===== src/rtl/led_pattern_sequencer.sv =====
// LED pattern sequencer: run/pause/stop control of four LED patterns,
// advanced by a programmable tick divider.
//
// state   | meaning
// --------+-----------------------------------------------------------
// S_IDLE  | LEDs dark, counter cleared, mode button selects the pattern
// S_RUN   | counter runs, LEDs advance one frame per period
// S_PAUSE | counter and LEDs frozen, run resumes from the held count
module led_pattern_sequencer #(
  parameter int N_LED      = 8,
  parameter int BASE_TICKS = 12500000,
  parameter int CNT_W      = $clog2(BASE_TICKS * 8)
) (
  input  logic             clk,
  input  logic             rst,        // active-low despite the name
  input  logic             btn_run,
  input  logic             btn_stop,
  input  logic             btn_mode,
  input  logic [1:0]       speed,
  output logic [N_LED-1:0] leds,
  output logic             running,
  output logic             tick
);

  typedef enum logic [1:0] {
    S_IDLE  = 2'd0,
    S_RUN   = 2'd1,
    S_PAUSE = 2'd2
  } state_e;

  typedef enum logic [1:0] {
    PAT_CHASE_L = 2'd0,
    PAT_CHASE_R = 2'd1,
    PAT_BOUNCE  = 2'd2,
    PAT_BLINK   = 2'd3
  } pattern_e;

  localparam logic [N_LED-1:0] FRAME_LSB = N_LED'(1);
  localparam logic [N_LED-1:0] FRAME_MSB = FRAME_LSB << (N_LED - 1);
  localparam logic [N_LED-1:0] FRAME_ALL = '1;

  // One bit wider than the counter so BASE_TICKS << 3 is representable
  // before the -1; the counter itself only ever reaches that value minus 1.
  localparam logic [CNT_W:0] BASE_EXT = (CNT_W + 1)'(BASE_TICKS);

  // Button bit order in the front-end vectors: {mode, stop, run}.
  localparam int B_RUN  = 0;
  localparam int B_STOP = 1;
  localparam int B_MODE = 2;

  logic [2:0] btn_raw;
  logic [2:0] sync1_q;
  logic [2:0] sync2_q;
  logic [2:0] sync3_q;
  logic [2:0] pulse_q;
  logic [2:0] pulse_d;

  state_e             state_q,    state_d;
  pattern_e           pattern_q,  pattern_d;
  logic [N_LED-1:0]   leds_q,     leds_d;
  logic [CNT_W-1:0]   cnt_q,      cnt_d;
  logic [1:0]         speed_r_q,  speed_r_d;
  logic               dir_left_q, dir_left_d;
  logic               tick_q,     tick_d;
  logic               running_q,  running_d;

  logic               run_p;
  logic               stop_p;
  logic               mode_p;
  pattern_e           pattern_nxt;
  logic [CNT_W:0]     last_cnt;
  logic               at_last;
  logic [N_LED-1:0]   adv_frame;
  logic               adv_dir_left;

  function automatic logic [N_LED-1:0] init_frame(input pattern_e p);
    logic [N_LED-1:0] f;
    case (p)
      PAT_CHASE_L: f = FRAME_LSB;
      PAT_CHASE_R: f = FRAME_MSB;
      PAT_BOUNCE:  f = FRAME_LSB;
      PAT_BLINK:   f = FRAME_ALL;
      default:     f = FRAME_LSB;
    endcase
    return f;
  endfunction

  assign btn_raw = {btn_mode, btn_stop, btn_run};

  // Buttons are pre-debounced; the third stage only serves edge detection.
  assign pulse_d = sync2_q & ~sync3_q;

  // Two-flop synchronizer, edge-detect history and registered rising-edge pulse.
  always_ff @(posedge clk or negedge rst) begin
    if (!rst) begin
      sync1_q <= '0;
      sync2_q <= '0;
      sync3_q <= '0;
      pulse_q <= '0;
    end else begin
      sync1_q <= btn_raw;
      sync2_q <= sync1_q;
      sync3_q <= sync2_q;
      pulse_q <= pulse_d;
    end
  end

  // Stop outranks run, run outranks mode; lower-priority pulses are dropped.
  assign stop_p = pulse_q[B_STOP];
  assign run_p  = pulse_q[B_RUN]  & ~pulse_q[B_STOP];
  assign mode_p = pulse_q[B_MODE] & ~pulse_q[B_STOP] & ~pulse_q[B_RUN];

  assign pattern_nxt = pattern_e'(pattern_q + 2'd1);

  // Period end compare uses the speed latched at the start of the period.
  assign last_cnt = (BASE_EXT << speed_r_q) - (CNT_W + 1)'(1);
  assign at_last  = ({1'b0, cnt_q} == last_cnt);

  // Next frame and bounce direction for the current pattern.
  always_comb begin
    adv_frame    = leds_q;
    adv_dir_left = dir_left_q;
    case (pattern_q)
      PAT_CHASE_L: adv_frame = {leds_q[N_LED-2:0], leds_q[N_LED-1]};
      PAT_CHASE_R: adv_frame = {leds_q[0], leds_q[N_LED-1:1]};
      PAT_BOUNCE: begin
        // Reverse when the lit bit sits at an end, so end frames show once.
        if (dir_left_q) begin
          if (leds_q[N_LED-1]) begin
            adv_frame    = leds_q >> 1;
            adv_dir_left = 1'b0;
          end else begin
            adv_frame    = leds_q << 1;
          end
        end else begin
          if (leds_q[0]) begin
            adv_frame    = leds_q << 1;
            adv_dir_left = 1'b1;
          end else begin
            adv_frame    = leds_q >> 1;
          end
        end
      end
      PAT_BLINK:   adv_frame = ~leds_q;
      default:     adv_frame = leds_q;
    endcase
  end

  // Sequencer next-state, frame, counter and output decode.
  always_comb begin
    state_d    = state_q;
    pattern_d  = pattern_q;
    leds_d     = leds_q;
    cnt_d      = cnt_q;
    dir_left_d = dir_left_q;
    tick_d     = 1'b0;
    speed_r_d  = (cnt_q == '0) ? speed : speed_r_q;

    unique case (state_q)
      S_IDLE: begin
        leds_d     = '0;
        cnt_d      = '0;
        dir_left_d = 1'b1;
        if (run_p) begin
          state_d = S_RUN;
          leds_d  = init_frame(pattern_q);
        end else if (mode_p) begin
          pattern_d = pattern_nxt;
        end
      end

      S_RUN: begin
        if (stop_p) begin
          state_d    = S_IDLE;
          leds_d     = '0;
          cnt_d      = '0;
          dir_left_d = 1'b1;
        end else if (run_p) begin
          state_d = S_PAUSE;
        end else if (mode_p) begin
          pattern_d  = pattern_nxt;
          leds_d     = init_frame(pattern_nxt);
          cnt_d      = '0;
          dir_left_d = 1'b1;
        end else if (at_last) begin
          cnt_d      = '0;
          tick_d     = 1'b1;
          leds_d     = adv_frame;
          dir_left_d = adv_dir_left;
        end else begin
          cnt_d = cnt_q + CNT_W'(1);
        end
      end

      S_PAUSE: begin
        if (stop_p) begin
          state_d    = S_IDLE;
          leds_d     = '0;
          cnt_d      = '0;
          dir_left_d = 1'b1;
        end else if (run_p) begin
          state_d = S_RUN;
        end else if (mode_p) begin
          pattern_d  = pattern_nxt;
          leds_d     = init_frame(pattern_nxt);
          cnt_d      = '0;
          dir_left_d = 1'b1;
        end
      end

      default: begin
        state_d    = S_IDLE;
        leds_d     = '0;
        cnt_d      = '0;
        dir_left_d = 1'b1;
      end
    endcase

    running_d = (state_d == S_RUN);
  end

  // Sequencer state register; every output is driven straight from a flop.
  always_ff @(posedge clk or negedge rst) begin
    if (!rst) begin
      state_q    <= S_IDLE;
      pattern_q  <= PAT_CHASE_L;
      leds_q     <= '0;
      cnt_q      <= '0;
      speed_r_q  <= 2'd0;
      dir_left_q <= 1'b1;
      tick_q     <= 1'b0;
      running_q  <= 1'b0;
    end else begin
      state_q    <= state_d;
      pattern_q  <= pattern_d;
      leds_q     <= leds_d;
      cnt_q      <= cnt_d;
      speed_r_q  <= speed_r_d;
      dir_left_q <= dir_left_d;
      tick_q     <= tick_d;
      running_q  <= running_d;
    end
  end

  assign leds    = leds_q;
  assign running = running_q;
  assign tick    = tick_q;

endmodule


===== config.mk =====
export PLATFORM = sky130hd
export DESIGN_NAME = led_pattern_sequencer
export DESIGN_NICKNAME = d
export VERILOG_FILES = /design/src/rtl/led_pattern_sequencer.sv
export SDC_FILE = /design/constraint.sdc
export NUM_CORES = 1
export LEC_CHECK = 0
export CAP_MARGIN = 20
export CORE_AREA = 5 5 81 157
export CTS_BUF_LIST = sky130_fd_sc_hd__clkbuf_2
export DETAILED_ROUTE_END_ITERATION = 12
export DIE_AREA = 0 0 86 162
export PLACE_DENSITY = 0.47
export SLEW_MARGIN = 20
export SYNTH_ARGS = -nofsm -noshare
export SYNTH_HDL_FRONTEND = slang
export SYNTH_SLANG_ARGS = --single-unit

===== constraint.sdc =====
create_clock -name clk -period 4.5 [get_ports clk]
set_clock_uncertainty 0.2 [all_clocks]
set_input_delay 0.9 -clock clk [delete_from_list [all_inputs] [get_ports clk]]
set_output_delay 0.9 -clock clk [all_outputs]
set_load 0.05 [all_outputs]

Word-level counts from Yosys, hierarchy flattened --
Cells that the tools add are included.
Operators by class: $add $sub $neg 3, equal/unequal tests 16, shifts and indexed selects 1, multiplexer cells 49, bitwise operators 8, reductions and logical operators 12
Operators by type and width (number):
- 2-to-1 mux 27 bit | 7
- 2-to-1 mux 8 bit | 11
- one-hot mux 8 bit (3 select lines) | 3
- one-hot mux 27 bit (2 select lines) | 1
- one-hot mux 8 bit (4 select lines) | 1
- == test 27 x 28 -> 1 bit | 1
- << shifter 24 x 2 -> 28 bit (first input constant) | 1
- subtractor 28 x 1 -> 28 bit (second input constant) | 1
- adder 27 x 1 -> 27 bit (second input constant) | 1
- zero test 27 bit | 1
- 2-to-1 mux 1 bit | 16
- 2-to-1 mux 2 bit | 7
- == test 2 bit (second input constant) | 5
- inequality test 3 bit (second input constant) | 3
- == test 2 x 1 -> 1 bit (second input constant) | 4
- inequality test 4 bit (second input constant) | 2
- NOT 8 bit | 1
- zero test 2 bit | 3
- one-hot mux 2 bit (3 select lines) | 1
- OR reduction 2 bit | 3
- AND reduction 5 bit | 1
- one-hot mux 2 bit (2 select lines) | 1
- AND reduction 4 bit | 1
- bitwise AND 1 bit | 3
- 9 further kinds | 10
Storage, ports and cells: flip-flop bits (word level) 56, output and inout bits 10, logic and storage cells 101

Depth between registers and ports, before layout --
Gate-level depths: netlist (run 1).
depth in word-level cells 8, gate-level depth with buffers 12, gate-level depth less buffers 9

Worst setup path after synthesis (run 1) --
OpenSTA, ideal clock, no wires.
path kind register to register, start point register speed_r_q[1], end point register leds_q[0], in the netlist leds[0], setup time 125 ps, data arrival time 2674 ps, required time 4175 ps, setup slack 1501 ps, cell stages (with the launch flop) 11, buffers on the path 2, clock period less this slack 2999 ps, cell sequence dfrtp_1 buf_2 clkbuf_1 nand2b_1 ha_1 xnor2_1 or4_1 a2111oi_2 nand4_2 a21oi_4 mux2_2
Between the ends: word-level cells in the longest chain between the ends 5
RTL lines:
- start, declared | line 62 | logic [1:0] speed_r_q, speed_r_d;
- start signal, assigned | line 238 | speed_r_q <= speed_r_d;
- << shifter 24 x 2 -> 28 bit | line 116 | assign last_cnt = (BASE_EXT << speed_r_q) - (CNT_W + 1)'(1);
- subtractor 28 x 1 -> 28 bit | line 116
- == test 27 x 28 -> 1 bit | line 117 | assign at_last = ({1'b0, cnt_q} == last_cnt);
- inequality test 4 bit (no source line)
- AND reduction 4 bit (no source line)
- end signal, assigned | line 236 | leds_q <= leds_d;
- end, declared | line 60 | logic [N_LED-1:0] leds_q, leds_d;
Every way passes these cells. A chain may end at the register's enable or synchronous reset.

Worst setup path in the final report (run 1) --
start point register speed_r_q[1], end point register cnt_q[3]
Between the ends: word-level cells in the longest chain between the ends 8
RTL lines:
- << shifter 24 x 2 -> 28 bit | line 116
- subtractor 28 x 1 -> 28 bit | line 116
- == test 27 x 28 -> 1 bit | line 117
- 2-to-1 mux 27 bit | line 185 | end else if (at_last) begin
- 2-to-1 mux 27 bit | line 180 | end else if (mode_p) begin
- 2-to-1 mux 27 bit | line 178 | end else if (run_p) begin
- 2-to-1 mux 27 bit | line 173 | if (stop_p) begin
- one-hot mux 27 bit (2 select lines) | line 159 | unique case (state_q)
- end signal, assigned | line 237 | cnt_q <= cnt_d;
- end, declared | line 61 | logic [CNT_W-1:0] cnt_q, cnt_d;
Every way passes these cells. The select of a mux whose other input is x is not followed.

==> results of run 1 <==
==> cell usage after synthesis (all sizes together), types with 4 or more instances <==
cell type / instances / area share, %
nand3: 18 / 2.7
nor2b: 8 / 1.5
nor2: 43 / 4.9
o21ai: 14 / 2.1
inv: 24 / 2.7
o221ai: 4 / 1.1
buf: 4 / 1.7
and4: 6 / 1.6
nand2: 25 / 2.9
ha: 13 / 4.9
nor3: 4 / 0.61
a21oi: 18 / 3.1
xor2: 14 / 3.7
mux2i: 4 / 1.2
nand2b: 6 / 1.1
mux2: 6 / 2.1
dfrtp: 55 / 42
nand4: 12 / 2.5
xnor2: 14 / 3.7
clkbuf: 10 / 1.1
nor4: 8 / 1.5
a22oi: 6 / 1.4
==> metrics by stage <==
step | cell area, um^2 | setup WS (ns) | util [%] | instances | hold slack [ns]
6_report | 3617 | 0.9469 | 31.86 | 509 | 0.1854
5_1_grt | 3617 | 0.5807 | 31.86 | 509 | 0.2074
4_1_cts | 3610 | 0.9137 | 31.79 | 507 | 0.1930
3_5_place_dp | 3541 | 0.9717 | 31.18 | 499 | 0.1364
3_3_place_gp | 3541 | 1.074 | 31.18 | 499 | 0.1318
2_1_floorplan | 3287 | 1.501 | - | 353 | 0.1312
==> registers in the layout, indices dropped and copies added, names as in the netlist <==
signal      cells
speed_r_q       2
dir_left_q      1
sync2_q         3
pattern_q       2
state_q         2
running         1
tick            1
sync3_q         3
leds            8
cnt_q          27
pulse_q         3
sync1_q         3
==> routing by layer <==
layer  up-vias  track usage, %
met2        48           25.09
met3        21           1.878
met4         0           6.412
li1       1271               -
met5         -               0
met1      1309           12.58
==> kinds of logic after synthesis <==
logic type	count (synthesis)	share of synthesized area, %
muxes	10	3.274
xor gates and xnor gates	28	7.461
adders and majority gates	13	4.949
DFF	56	42.67
and+or+nand+nor	143	22.42
AOI/OAI and AO/OA	65	13.63
buffers and inverters	38	5.596
==> power by group through the flow <==
stage | combinational, uW | sequential [uW] | clock [uW]
after floorplan | 457 | 721 | 0
after global placement | 688 | 651 | 0
after detailed placement | 693 | 653 | 0
after CTS | 697 | 645 | 285
after global routing | 761 | 656 | 298
final | 692 | 645 | 268
==> final timing paths <==
path                       slack, ns  cells past startpoint    endpoint          from
max in group asynchronous       3.02                      2  dir_left_q           rst
min in group asynchronous       0.21                      1    cnt_q[4]           rst
max reg2reg                     0.95                     10    cnt_q[3]  speed_r_q[1]
max                             0.95                     10    cnt_q[3]  speed_r_q[1]
min                             0.19                      0  sync2_q[2]    sync1_q[2]
min reg2reg                     0.19                      0  sync2_q[2]    sync1_q[2]
==> layout make-up <==
type | instances | area [um^2]
Antenna cell | 1 | 2.502
Clock buffer | 6 | 30.03
Clock inverter | 2 | 38.79
Fill cell | 1209 | 7737
Inverter | 24 | 90.09
Multi-Input combinational cell | 259 | 1700
Sequential cell | 56 | 1403
Tap cell | 142 | 177.7
Timing Repair Buffer | 19 | 175.2
==> results.py, run 1 <==
metrics = {
    "final_layout": {
        "drive_gt1_share_pct": 6.557,
        "layout.nets": 385,
        "layout_commonest_cell": "dfrtp_1",
        "layout_common_cells": "55 x dfrtp_1, 43 x nor2_1, 25 x nand2_1, 24 x inv_1, 18 x nand3_1",
        "areaGrowthSynthToFinish_pct": 10.05,
    },
    "clocking": {
        "cts_resized": 0,
        "cts_root_buf": "clkbuf_2",
        "cts.htree.levels": 2,
        "cts_tree": "done",
        "cts_setup_buffers": 0,
        "clock-sinks": 56,
        "cts_buffers": 5,
        "clk_path_buf_depth": 2,
        "clkLatencyLatePin_ns": 0.49,
        "clkTransAtPathRegs_ns": 0.30,
        "hold_buffers": 0,
    },
    "flow_run": {
        "cap_violations": 0,
    },
    "synth": {
        "synth_area_mm2": 0.003287,
        "ys_warn_count": 0,
        "ys_types": 56,
        "ys_ff_latch": 56,
        "syn_avg_cell_area_um2": 9.311,
        "ys.flop_type": "dfrtp_1",
        "synth_edf_count": 0,
        "ys_async_sr_fraction_pct": 100.0,
        "postSynthCellCount": 353,
        "ys_seq_area_share_pct": 42.67,
        "synthesis.nets": 373,
    },
    "setup_path": {
        "path_class": "reg2reg",
        "start_kind": "flop",
        "worstPathArrival_ns": 3.76,
        "required_ns": 4.71,
        "crit_slowest_cell": "dfrtp_1",
        "crit_path_frequent_cell": "nor2_1",
        "path_cells": "nor2_1 > inv_1 > ha_1 > xnor2_1 > or4_1 > a2111oi_2 > nand4_2 > a21oi_4 > buf_4 > nor2_1",
        "path_delay_family": "simple AND/OR/NAND/NOR gates",
        "cp-end-kind": "flop",
        "cp_max_fo": 24,
        "cpPeakStageDelay_ns": 0.64,
        "worst-path-buf-inv": 2,
    },
    "detailed_routing": {
        "met1Wirelength_um": 3162,
        "routed-wl-met2_um": 4896,
        "postRouteAntennaNets": 0,
        "top_layer": "met4",
        "vias_per_cell": 5.204,
        "drtPass1Iterations": 6,
        "drt_iter0_drc": 104,
        "wl_met3_um": 176,
        "totalWireLength_um": 8507,
        "drc": 0,
        "num_vias": 2649,
        "routedWlPerCell_um": 16.71,
    },
    "power": {
        "p_per_area_mw_per_mm2": 443.6,
        "switchingPower_uw": 689.8,
        "p_leak_uw": 0.001457,
        "p_clk_share_pct": 16.7,
        "ir_worst_vdd_v": 0.0003101,
        "combPwrFrac_pct": 43.2,
        "swShare_pct": 42.99,
        "p_int_uw": 914.7,
        "pwr-share-seq_pct": 40.2,
        "finalPower_uw": 1605,
    },
    "sta": {
        "slew_headroom_pct": 34.44,
        "tightestPinTransition_ns": 0.9834,
        "fin_crit_sh_pct": 78.96,
        "period_needed_ns": 3.553,
        "setup_viol": 0,
        "drv_slew": 0,
        "hold_violations": 0,
        "finalSetupTns_ns": 0,
        "rsz0062_at_grt": "false",
        "fmax_ghz": 0.2814,
    },
    "global_route": {
        "grt_usage_pct": 12.86,
        "grt_pass1_vias": 2826,
        "antenna_found_initial": 1,
        "grt_max_degree": 34,
        "grt_overflow_total": 0,
        "grt_pass1_wl_um": 14100,
    },
    "die": {
        "row_count": 55,
        "initial_core_util_pct": 28.95,
        "die_y_um": 162,
        "die_area_mm2": 0.01393,
        "die_x_um": 86,
        "io_pins": 17,
        "core-area_mm2": 0.01135,
    },
    "placement": {
        "gp_congestion": 0.8690,
        "hpwl_um": 6374,
        "io_buffers": 16,
    },
    "outcome": {
        "status": "completed",
    },
    "min_path": {
        "hold_class": "reg2reg",
    },
}
(Power assumes the default switching activity.)
==> run 2, diff against run 1 <==
==> constraint.sdc (replaced) <==
create_clock -name clk -period 3.41 [get_ports clk]
set_clock_uncertainty 0.2 [all_clocks]
set_input_delay 0.682 -clock clk [delete_from_list [all_inputs] [get_ports clk]]
set_output_delay 0.682 -clock clk [all_outputs]
set_load 0.05 [all_outputs]
==> run 2 against run 1 <==
Net effect: largest power group unchanged; worst setup slack got worse by 0.71 ns; non-clock buffer count increased by 10; global-route usage increased by 0.49 points; sequential power increased by 30%; critical endpoint is now leds[0].
==> results.py, run 2 (synthesized netlist as in run 1, its figures left out) <==
metrics = {
    "placement": {
        "io_buffers": 16,
        "hpwl_um": 6782,
        "gp_congestion": 0.8398,
        "pre_cts_slack_ns": 0.2171,
    },
    "setup_path": {
        "ff2ff_path_depth": 9,
        "r2r_slack_ns": 0.24,
        "worst-path-buf-inv": 1,
        "cp_max_fo": 9,
        "crit_path_end": "leds[0]",
        "path_delay_family": "simple AND/OR/NAND/NOR gates",
        "path_cells": "nor2_2 > inv_1 > ha_1 > xnor2_1 > or4_1 > a2111oi_2 > nand4_2 > a21oi_4 > mux2_2",
        "crit_slowest_cell": "dfrtp_2",
        "timing.rr.end": "leds[0]",
        "startpoint": "speed_r_q[1]",
        "cpPeakStageDelay_ns": 0.53,
        "required_ns": 3.58,
        "cp-end-kind": "flop",
        "worstPathArrival_ns": 3.34,
        "r2r-start": "speed_r_q[1]",
        "start_kind": "flop",
        "crit_cells": 9,
        "path_class": "reg2reg",
    },
    "sta": {
        "tightestPinTransition_ns": 0.6901,
        "rsz0062_at_grt": "false",
        "slew_headroom_pct": 53.89,
        "final.setup.worst_slack_ns": 0.2414,
        "drv_slew": 0,
        "fmax_ghz": 0.3156,
        "period_needed_ns": 3.169,
        "hold_violations": 0,
        "finalSetupTns_ns": 0,
        "fin_crit_sh_pct": 92.92,
        "setup_viol": 0,
    },
    "final_layout": {
        "largest-register": "cnt_q",
        "drive_gt1_share_pct": 8.800,
        "largest_reg_flops": 27,
        "layout_commonest_cell": "dfrtp_1",
        "areaGrowthSynthToFinish_pct": 11.65,
        "layout.nets": 395,
        "layout_common_cells": "54 x dfrtp_1, 42 x nor2_1, 25 x nand2_1, 24 x inv_1, 18 x nand3_1",
    },
    "power": {
        "finalPower_uw": 2057,
        "ir_worst_vdd_v": 0.0003990,
        "p_leak_uw": 0.001488,
        "p_per_area_mw_per_mm2": 560.6,
    },
    "detailed_routing": {
        "num_vias": 2650,
        "totalWireLength_um": 8766,
        "routedWlPerCell_um": 16.92,
        "vias_per_cell": 5.116,
        "drt_iter0_drc": 128,
        "postRouteAntennaNets": 0,
        "drc": 0,
        "drtPass1Iterations": 5,
    },
    "global_route": {
        "grt_usage_pct": 13.34,
        "grt_max_degree": 26,
        "grt_pass1_vias": 2754,
        "grt_overflow_total": 0,
        "antenna_found_initial": 1,
        "grt_pass1_wl_um": 14520,
    },
    "die": {
        "die_area_mm2": 0.01393,
        "row_count": 55,
        "core-area_mm2": 0.01135,
        "die_x_um": 86,
        "die_y_um": 162,
        "initial_core_util_pct": 28.95,
        "io_pins": 17,
    },
    "clocking": {
        "cts.htree.levels": 2,
        "clkTransAtPathRegs_ns": 0.27,
        "clock-sinks": 56,
        "cts_root_buf": "clkbuf_2",
        "clk_path_buf_depth": 2,
        "cts_tree": "done",
        "cts_buffers": 5,
        "clkLatencyLatePin_ns": 0.45,
    },
    "outcome": {
        "status": "completed",
    },
    "min_path": {
        "hold_class": "reg2reg",
    },
    "flow_run": {
        "cap_violations": 0,
    },
}
==> run 2: area by class of cell <==
class                           count  area, um^2
Fill cell                        1200        7685
Multi-Input combinational cell    259        1703
Sequential cell                    56        1404
Timing Repair Buffer               29       255.2
Tap cell                          142       177.7
Inverter                           24       90.09
Clock buffer                        5       25.02
Clock inverter                      2       12.51
Antenna cell                        1       2.502
==> run 2: worst min-delay path by stage <==
stage / slack, ns / cells after the start / start / endpoint
2_1_floorplan: 0.13 / 0 / sync1_q[0] / sync2_q[0]
3_3_place_gp: 0.13 / 0 / sync1_q[0] / sync2_q[0]
3_5_place_dp: 0.13 / 0 / sync1_q[1] / sync2_q[1]
4_1_cts: 0.19 / 0 / sync1_q[1] / sync2_q[1]
5_1_grt: 0.20 / 0 / sync1_q[0] / sync2_q[0]
6_report: 0.19 / 0 / sync1_q[1] / sync2_q[1]
==> run 2: worst register-to-register path, stage by stage, from the launching register on <==
cell and delay (ns):
dfrtp_2 0.53, nor2_2 0.19, inv_1 0.07, ha_1 0.30, xnor2_1 0.12, or4_1 0.41
a2111oi_2 0.26, nand4_2 0.28, a21oi_4 0.35, mux2_2 0.37
==> run 2: per-layer routing <==
metal | GRT usage, % | wire length [um] | part of all wire [%]
met5 | 0 | 0 | 0
met4 | 5.980 | 329 | 3.8
met3 | 1.777 | 215 | 2.5
met2 | 26.46 | 5153 | 59
met1 | 13.09 | 3068 | 35
==> run 2: metrics by stage <==
stage / hold slack (ns) / instance area [um^2] / util [%] / std cells
after floorplan: 0.1312 / 3287 / - / 353
after global placement: 0.1326 / 3608 / 31.78 / 508
after detailed placement: 0.1347 / 3608 / 31.78 / 508
after CTS: 0.1914 / 3656 / 32.20 / 516
after global routing: 0.1967 / 3670 / 32.32 / 518
final: 0.1877 / 3670 / 32.32 / 518
==> run 2: what timing repair did <==
item                                    CTS  global route
resized for setup                         0             2
endpoints found under the setup margin    0             8
endpoints found under the hold margin    16             0
buffers inserted                          0             1
hold buffers                              1             0
==> run 2: power breakdown <==
group | switching [uW] | total, uW | internal [uW]
clock | 209 | 255 | 46.1
combinational | 597 | 966 | 369
sequential | 96.1 | 837 | 741
==> run 3, diff against run 2 <==
--- a/config.mk
+++ b/config.mk
@@ -6,11 +6,11 @@
 export NUM_CORES = 1
 export LEC_CHECK = 0
 export CAP_MARGIN = 20
-export CORE_AREA = 5 5 81 157
+export CORE_AREA = 5 5 71 137
 export CTS_BUF_LIST = sky130_fd_sc_hd__clkbuf_2
 export DETAILED_ROUTE_END_ITERATION = 12
-export DIE_AREA = 0 0 86 162
-export PLACE_DENSITY = 0.47
+export DIE_AREA = 0 0 76 142
+export PLACE_DENSITY = 0.58
 export SLEW_MARGIN = 20
 export SYNTH_ARGS = -nofsm -noshare
 export SYNTH_HDL_FRONTEND = slang
==> run 3 against run 2 <==
Net effect: worst setup slack worse by 0.037 ns; maximum frequency is 1.2% lower; global-route usage is 2.1 points higher; highest routed layer unchanged.
==> results.py, run 3 (synthesized netlist as in run 1, its figures left out) <==
metrics = {
    "outcome": {
        "status": "completed",
    },
    "sta": {
        "fmax_ghz": 0.3120,
        "setup_viol": 0,
        "period_needed_ns": 3.206,
        "slew_headroom_pct": 35.17,
        "fin_crit_sh_pct": 94.00,
        "drv_slew": 0,
        "hold_slack_ns": 0.1773,
        "final.setup.worst_slack_ns": 0.2045,
        "rsz0062_at_grt": "false",
        "finalSetupTns_ns": 0,
        "tightestPinTransition_ns": 0.9725,
        "hold_violations": 0,
    },
    "setup_path": {
        "worstPathArrival_ns": 3.37,
        "cp-end-kind": "flop",
        "ff2ff_path_depth": 9,
        "r2r-start": "speed_r_q[1]",
        "crit_slowest_cell": "dfrtp_1",
        "start_kind": "flop",
        "r2r_slack_ns": 0.20,
        "cpPeakStageDelay_ns": 0.51,
        "cp_max_fo": 8,
        "timing.rr.end": "leds[1]",
        "path_cells": "nor2_2 > inv_1 > ha_1 > xnor2_1 > or4_1 > a2111oi_2 > nand4_2 > a21oi_4 > mux2_2",
        "path_class": "reg2reg",
        "required_ns": 3.58,
    },
    "global_route": {
        "grt_max_degree": 36,
        "grt_pass1_vias": 2829,
        "antenna_found_initial": 1,
        "grt_pass1_wl_um": 13460,
        "grt_overflow_total": 0,
        "grt_usage_pct": 15.40,
    },
    "placement": {
        "pre_cts_slack_ns": 0.1045,
        "io_buffers": 16,
        "placed_cells": 461,
        "gp_congestion": 0.9582,
        "hpwl_um": 6070,
    },
    "die": {
        "die_area_mm2": 0.01079,
        "core-area_mm2": 0.008588,
        "io_pins": 17,
        "initial_core_util_pct": 38.27,
        "row_count": 48,
        "die_y_um": 142,
        "die_x_um": 76,
    },
    "power": {
        "p_leak_uw": 0.001508,
        "ir_worst_vdd_v": 0.0004519,
        "p_per_area_mw_per_mm2": 601.6,
    },
    "final_layout": {
        "largest_reg_flops": 27,
        "drive_gt1_share_pct": 8.800,
        "instances_no_fill": 476,
        "layout_common_cells": "55 x dfrtp_1, 42 x nor2_1, 25 x nand2_1, 24 x inv_1, 18 x nand3_1",
        "layout_commonest_cell": "dfrtp_1",
        "largest-register": "cnt_q",
        "final_util_pct": 42.67,
        "layout.nets": 394,
        "areaGrowthSynthToFinish_pct": 11.50,
    },
    "detailed_routing": {
        "drc": 0,
        "wl_met3_um": 186,
        "met1Wirelength_um": 2890,
        "routedWlPerCell_um": 16.99,
        "top_layer": "met4",
        "routed-wl-met2_um": 4591,
        "postRouteAntennaNets": 0,
        "num_vias": 2705,
        "drt_iter0_drc": 205,
        "drtPass1Iterations": 4,
        "totalWireLength_um": 8087,
        "vias_per_cell": 5.683,
    },
    "min_path": {
        "holdPathStages": 0,
        "min-delay-start": "sync2_q[2]",
        "hold_class": "reg2reg",
        "holdPathEnd": "sync3_q[2]",
    },
    "clocking": {
        "cts.htree.levels": 2,
        "cts_buffers": 5,
        "clk_path_buf_depth": 2,
        "clkTransAtPathRegs_ns": 0.30,
        "cts_root_buf": "clkbuf_2",
        "clock-sinks": 56,
        "clkLatencyLatePin_ns": 0.47,
        "cts_tree": "done",
    },
    "flow_run": {
        "cap_violations": 0,
    },
}
## run 3: cell count changes in the layout (fill, tap and decap cells not counted), sizes merged
cell	before	now
clkinv	2	0
bufinv	0	2
buf	13	12
inv	24	25
## run 3: final cells by class
class	count	area [um^2]
fill	870	4923
multi-input combinational	259	1703
sequential	56	1403
timing repair buffer	28	247.7
tap	100	125.1
inverter	24	90.09
clock inverter	3	68.82
clock buffer	5	25.02
antenna	1	2.502
## run 3: worst max-delay path by stage
stage | start | endpoint | slack [ns] | cells after the start
finish | speed_r_q[1] | leds[1] | 0.20 | 9
global route | speed_r_q[1] | leds[3] | 0.02 | 10
CTS | speed_r_q[1] | leds[6] | 0.03 | 9
detailed placement | speed_r_q[1] | leds[6] | 0.10 | 9
global placement | speed_r_q[1] | leds[1] | 0.22 | 9
floorplan | speed_r_q[1] | leds[0] | 0.41 | 10
## run 3: stage by stage
step / area, um^2 / power, uW
floorplan: 3287 / 1554
global placement: 3518 / 1773
detailed placement: 3518 / 1787
CTS: 3622 / 2216
global route: 3665 / 2362
finish: 3665 / 2205
## run 3: repair_timing
item	CTS	global route
endpoints found under the setup margin	0	31
endpoints found under the hold margin	20	0
hold buffers	1	0
gates resized for setup	0	1
setup buffers	0	5
## run 3: critical path, delay by kind of cell (launching register included)
family | cells | cell delay (ns)
buffers and inverters | 1 | 0.06
AOI/OAI and AO/OA | 2 | 0.63
and+or+nand+nor | 3 | 0.90
adders and majority gates | 1 | 0.30
muxes | 1 | 0.37
xor gates and xnor gates | 1 | 0.13
DFF | 1 | 0.51
## run 3: metal layers
layer | vias up | track usage, %
met5 | - | 0
met4 | 0 | 10.23
met3 | 30 | 1.774
met2 | 67 | 29.25
met1 | 1314 | 15.30
li1 | 1294 | -
## run 3: power breakdown
group          internal [uW]  switching, uW  total (uW)
Sequential               741           91.9         832
Combinational            364            594         958
Clock                    200            215         414
Total                   1300            900        2200
